`config.mk`:
```
export PLATFORM = sky130hd
export DESIGN_NAME = vector_fpu_sequencer
export DESIGN_NICKNAME = d
export VERILOG_FILES = /design/src/rtl/vector_fpu_sequencer.sv
export SDC_FILE = /design/constraint.sdc
export NUM_CORES = 1
export LEC_CHECK = 0
export ABC_AREA = 1
export CAP_MARGIN = 25
export CORE_ASPECT_RATIO = 0.6
export CORE_MARGIN = 5
export CORE_UTILIZATION = 54
export DETAILED_ROUTE_END_ITERATION = 6
export PLACE_DENSITY = 0.86
export SLEW_MARGIN = 20
export SYNTH_ARGS = -nofsm -noshare
export SYNTH_HDL_FRONTEND = slang
export SYNTH_SLANG_ARGS = --single-unit
```
`constraint.sdc`:
```
create_clock -name CLK -period 30.1 [get_ports CLK]
set_clock_uncertainty 0.1 [all_clocks]
set_input_delay 3.01 -clock CLK [delete_from_list [all_inputs] [get_ports CLK]]
set_output_delay 3.01 -clock CLK [all_outputs]
set_load 0.01 [all_outputs]
```
`src/rtl/vector_fpu_sequencer.sv`:
```
// Vector FPU issue sequencer: feeds LANES operand pairs to a scalar FPU
// one lane at a time and gathers the lane results into a packed vector.
module vector_fpu_sequencer #(
   parameter int LANES   = 4,
   parameter int TIMEOUT = 64
) (
   input  logic                  CLK,
   input  logic                  reset,
   input  logic                  start,
   input  logic [1:0]            opcode,
   input  logic [32*LANES-1:0]   vec_a,
   input  logic [32*LANES-1:0]   vec_b,
   output logic                  busy,
   output logic                  done,
   output logic                  error,
   output logic [32*LANES-1:0]   result,
   output logic                  fpu_enable,
   output logic [31:0]           fpu_A,
   output logic [31:0]           fpu_B,
   output logic [1:0]            fpu_opcode,
   input  logic                  fpu_ready,
   input  logic [31:0]           fpu_O
);

   localparam int IW = (LANES > 1) ? $clog2(LANES) : 1;
   localparam int CW = $clog2(TIMEOUT + 1);
   localparam logic [31:0]   QNAN = 32'h7FC0_0000;
   localparam logic [IW-1:0] LAST = IW'(LANES - 1);
   localparam logic [CW-1:0] TMAX = CW'(TIMEOUT);

   typedef enum logic [2:0] {IDLE, ISSUE, WAIT, GAP, DONE} state_t;

   state_t                 state;
   state_t                 state_nx;
   logic [LANES-1:0][31:0] op_a;
   logic [LANES-1:0][31:0] op_b;
   logic [LANES-1:0][31:0] res;
   logic [IW-1:0]          idx;
   logic [IW-1:0]          idx_nx;
   logic [CW-1:0]          cnt;
   logic                   abort;
   logic                   last;
   logic                   expire;

   assign last   = (idx == LAST);
   assign expire = (cnt == TMAX);
   assign idx_nx = idx + IW'(1);
   assign busy   = (state != IDLE);
   assign done   = (state == DONE);
   assign result = res;

   // Next-state selection for the lane issue sequence
   always_comb begin
      state_nx = state;
      case (state)
         IDLE:    if (start) state_nx = ISSUE;
         ISSUE:   state_nx = WAIT;
         WAIT:    if (fpu_ready || expire) state_nx = GAP;
         GAP:     state_nx = (abort || last) ? DONE : ISSUE;
         DONE:    state_nx = IDLE;
         default: state_nx = IDLE;
      endcase
   end

   // State register
   always_ff @(posedge CLK or posedge reset) begin
      if (reset) state <= IDLE;
      else       state <= state_nx;
   end

   // Operand latching, FPU drive, timeout count and result capture
   always_ff @(posedge CLK or posedge reset) begin
      if (reset) begin
         op_a       <= '0;
         op_b       <= '0;
         res        <= '0;
         idx        <= '0;
         cnt        <= '0;
         abort      <= 1'b0;
         error      <= 1'b0;
         fpu_enable <= 1'b0;
         fpu_A      <= '0;
         fpu_B      <= '0;
         fpu_opcode <= '0;
      end else begin
         case (state)
            IDLE: begin
               if (start) begin
                  op_a       <= vec_a;
                  op_b       <= vec_b;
                  fpu_opcode <= opcode;
                  idx        <= '0;
                  error      <= 1'b0;
                  abort      <= 1'b0;
                  fpu_enable <= 1'b1;
                  fpu_A      <= vec_a[31:0];
                  fpu_B      <= vec_b[31:0];
               end
            end
            ISSUE: cnt <= '0;
            WAIT: begin
               if (fpu_ready) begin
                  res[idx]   <= fpu_O;
                  fpu_enable <= 1'b0;
               end else if (expire) begin
                  error      <= 1'b1;
                  abort      <= 1'b1;
                  fpu_enable <= 1'b0;
                  for (int i = 0; i < LANES; i++)
                     if (IW'(i) >= idx) res[i] <= QNAN;
               end else begin
                  cnt <= cnt + CW'(1);
               end
            end
            GAP: begin
               if (!(abort || last)) begin
                  idx        <= idx_nx;
                  fpu_enable <= 1'b1;
                  fpu_A      <= op_a[idx_nx];
                  fpu_B      <= op_b[idx_nx];
               end
            end
            default: ;
         endcase
      end
   end

endmodule

```
==> flow_summary.json <==
{
  "post_synth_inst_count": 2564,
  "route.detailed.vias_per_inst": 5.56,
  "gp_routability_congestion": 0.877,
  "final_common_cell": "sky130_fd_sc_hd__nand2_1",
  "cp-end-kind": "flip-flop",
  "ys.flop_type": "sky130_fd_sc_hd__dfrtp_1",
  "post_cts_hold_buffer_count": 0,
  "drtAntennaViolNets": 0,
  "finalHoldViolations": 0,
  "final_period_minus_worst_setup_slack_ns": 5.85,
  "cp-start-kind": "primary input",
  "layout_worst_path_cycle_share": 0.194,
  "synth_seq_cells": 464,
  "path_max_fanout": 105,
  "num_rows": 55,
  "hold_path.class": "reg2reg",
  "final-seq-area_um2": 11600,
  "clock_sinks": 464,
  "max_freq_mhz": 171,
  "ctsResizeCount": 0,
  "cts_max_level": 2,
  "synth.yosys.seq_area_share": 0.567,
  "synth_fp_nets": 2865,
  "antenna_found_initial": 3,
  "slew_viol_final": 0,
  "post_cts.repair.setup_buffers": 0,
  "synth_async_reset_ratio": 1.00,
  "most-common-layout-cells": "1304 x sky130_fd_sc_hd__nand2_1, 491 x sky130_fd_sc_hd__clkdlybuf4s50_1, 463 x sky130_fd_sc_hd__dfrtp_1, 176 x sky130_fd_sc_hd__o21ai_0, 166 x sky130_fd_sc_hd__nand3_1",
  "area_delta_synth_final_pct": 31.7,
  "crit_arrival_ns": 6.21,
  "start_util": 0.545,
  "clk_path_buf_depth": 3,
  "global_route_wire_length_before_repair_mm": 105,
  "remaining_global_route_overflow": 0,
  "worst_ep_required_time_ns": 30.45,
  "placement.io_buffers": 491,
  "multi_input_logic_area_um2": 7730,
  "die_height_um": 161,
  "ios": 492,
  "worstSkewPairLatency_ns": 0.55,
  "wire_per_inst_um": 19.2,
  "die_x_um": 261,
  "post_synth.cell_area_avg_um2": 7.99,
  "path_cells": "clkdlybuf4s50_1 -> nand2_8 -> nand2_4 -> inv_2 -> buf_4 -> nand2_1 -> o21ai_0",
  "drtIter0Drc": 2266,
  "overall_via_count_from_detail_route": 19500,
  "ys_types": 25,
  "grt_util_all_layers": 0.310,
  "critical_path.slowest_cell": "sky130_fd_sc_hd__nand2_4",
  "drv.max_cap_violation_count": 0,
  "post_route_cells_drive_above_1_share": 0.0358,
  "dp_hpwl_mm": 44.0,
  "run_status": "complete, no violations",
  "synth-warning-count": 0,
  "power.density_cell_area_nw_per_um2": 106,
  "synth_area_leader_cell": "sky130_fd_sc_hd__dfrtp_1",
  "cpLargestDelayFamily": "buffers and inverters",
  "ir_worst_vdd_mv": 0.0697,
  "max_slew.worst_pin.slew_ns": 1.08,
  "fp.dieArea_um2": 42100,
  "first_global_vias": 19300,
  "worst_path_largest_cell_delay_ns": 0.69,
  "totalWireLength_mm": 67.2,
  "drt_pass_1_iters": 7,
  "grt_setup_unrepaired": "no",
  "path_buf_inv": 3,
  "tritoncts.num_buffers": 43,
  "yosys.area.top_type_share": 0.567,
  "root_buffer_cell": "sky130_fd_sc_hd__clkbuf_16",
  "leak_pwr_nw": 13.0,
  "layout.filler_cells": 2763,
  "crit_type": "in2reg",
  "relSlewSlack": 0.281,
  "synth_edf_count": 0,
  "clk_pin_slew_worst_paths_ns": 0.06,
  "core_um2": 37600,
  "cts_tree": "done",
  "number_of_remaining_drc_errors": 0,
  "postLayoutCoreUtil": 0.718,
  "fin_nets": 3258,
  "grt_start_max_net_pins": 193,
  "synth.top_cells.by_area": "sky130_fd_sc_hd__dfrtp_1 57%, sky130_fd_sc_hd__nand2_1 24%, sky130_fd_sc_hd__o21ai_0 4.3%, sky130_fd_sc_hd__nand3_1 4.1%, sky130_fd_sc_hd__o21ai_1 2.1%",
  "finalSetupViolations": 0,
  "syn-cell-area_um2": 20500,
  "setup_tns_ns": 0
}
cells by family (layout without fill, tap and decap cells):
| group | after synthesis | count (layout) | synth area share |
|---|---|---|---|
| compound gates | 338 | 338 | 0.0827 |
| fa+ha+maj | 7 | 7 | 0.00427 |
| buf+inv | 251 | 673 | 0.0569 |
| flops | 464 | 464 | 0.567 |
| other cells | 0 | 3 | 0 |
| simple gates | 1504 | 1504 | 0.290 |
area by class of cell:
class,instances,area share
Inverter,89,0.0129
Multi-Input combinational cell,1849,0.287
Tap cell,513,0.0238
Clock buffer,61,0.0477
Timing Repair Buffer,510,0.192
Clock inverter,13,0.00645
Sequential cell,464,0.430
Antenna cell,3,0.000278
state kept, by name, summed over array words and instances (netlist names):
register and cells:
abort 1, cnt 7, fpu_A 32, fpu_B 32
fpu_enable 1, fpu_opcode 2, idx 2, op_a 128
op_b 128, result 128, state 3
power breakdown:
| part | total, mW | leakage, nW | internal, mW | switching [mW] |
|---|---|---|---|---|
| sequential | 1.09 | 5.87 | 0.902 | 0.189 |
| clock | 0.571 | 0.718 | 0.331 | 0.240 |
| combinational | 1.20 | 6.45 | 0.482 | 0.720 |
path summary, 6_finish.rpt:
check	from	endpoint	slack [ns]	depth (start not counted)
min in group asynchronous	reset	op_b[69]	2.91	2
hold / removal	op_b[95]	op_b[95]	0.38	2
max in group asynchronous	reset	op_a[119]	24.78	5
setup / recovery	start	fpu_A[17]	24.25	7
setup reg to reg	idx[0]	result[64]	26.08	6
hold reg to reg	op_b[95]	op_b[95]	0.38	2
through the flow:
stage	area, µm²	hold slack, ns	power [mW]	setup slack [ns]	std cells
2_1_floorplan	20500	0.349	1.77	14.05	2564
3_3_place_gp	25400	0.361	2.20	23.90	3419
3_5_place_dp	25400	0.365	2.27	23.75	3420
4_1_cts	26800	0.382	2.85	24.31	3494
5_1_grt	27000	0.392	3.04	24.08	3502
6_report	27000	0.381	2.86	24.25	3502
metal layers:
metal / vias to the layer above / global-route usage / routed length (µm)
li1: 8836 / - / -
met4: 0 / 0.119 / 2650
met2: 1017 / 0.497 / 31800
met1: 9411 / 0.414 / 26400
met5: - / 0 / 0
met3: 199 / 0.0734 / 6300
synth_stat cells, types with 2 or more instances:
| cell type | n |
|---|---|
| sky130_fd_sc_hd__nand2_4 | 2 |
| sky130_fd_sc_hd__inv_1 | 84 |
| sky130_fd_sc_hd__o21ai_0 | 176 |
| sky130_fd_sc_hd__buf_4 | 17 |
| sky130_fd_sc_hd__nand3_2 | 3 |
| sky130_fd_sc_hd__buf_6 | 9 |
| sky130_fd_sc_hd__clkbuf_1 | 64 |
| sky130_fd_sc_hd__nand3_1 | 166 |
| sky130_fd_sc_hd__buf_1 | 4 |
| sky130_fd_sc_hd__nand2_2 | 2 |
| sky130_fd_sc_hd__ha_1 | 7 |
| sky130_fd_sc_hd__a21oi_1 | 74 |
| sky130_fd_sc_hd__inv_2 | 5 |
| sky130_fd_sc_hd__dfrtp_1 | 464 |
| sky130_fd_sc_hd__clkbuf_4 | 3 |
| sky130_fd_sc_hd__o21ai_1 | 87 |
| sky130_fd_sc_hd__buf_2 | 65 |
| sky130_fd_sc_hd__nand3_4 | 2 |
| sky130_fd_sc_hd__nand2_1 | 1304 |
| sky130_fd_sc_hd__nor2_1 | 21 |
worst reg2reg max path, stage by stage, from the launching register on:
cell	delay, ns
sky130_fd_sc_hd__dfrtp_4	0.77
sky130_fd_sc_hd__inv_4	0.70
sky130_fd_sc_hd__ha_1	1.00
sky130_fd_sc_hd__nand2_1	0.10
sky130_fd_sc_hd__o21ai_0	0.19
sky130_fd_sc_hd__nand3_4	0.58
sky130_fd_sc_hd__o21ai_0	0.48
No activity file was read; power rests on OpenSTA's default activity.
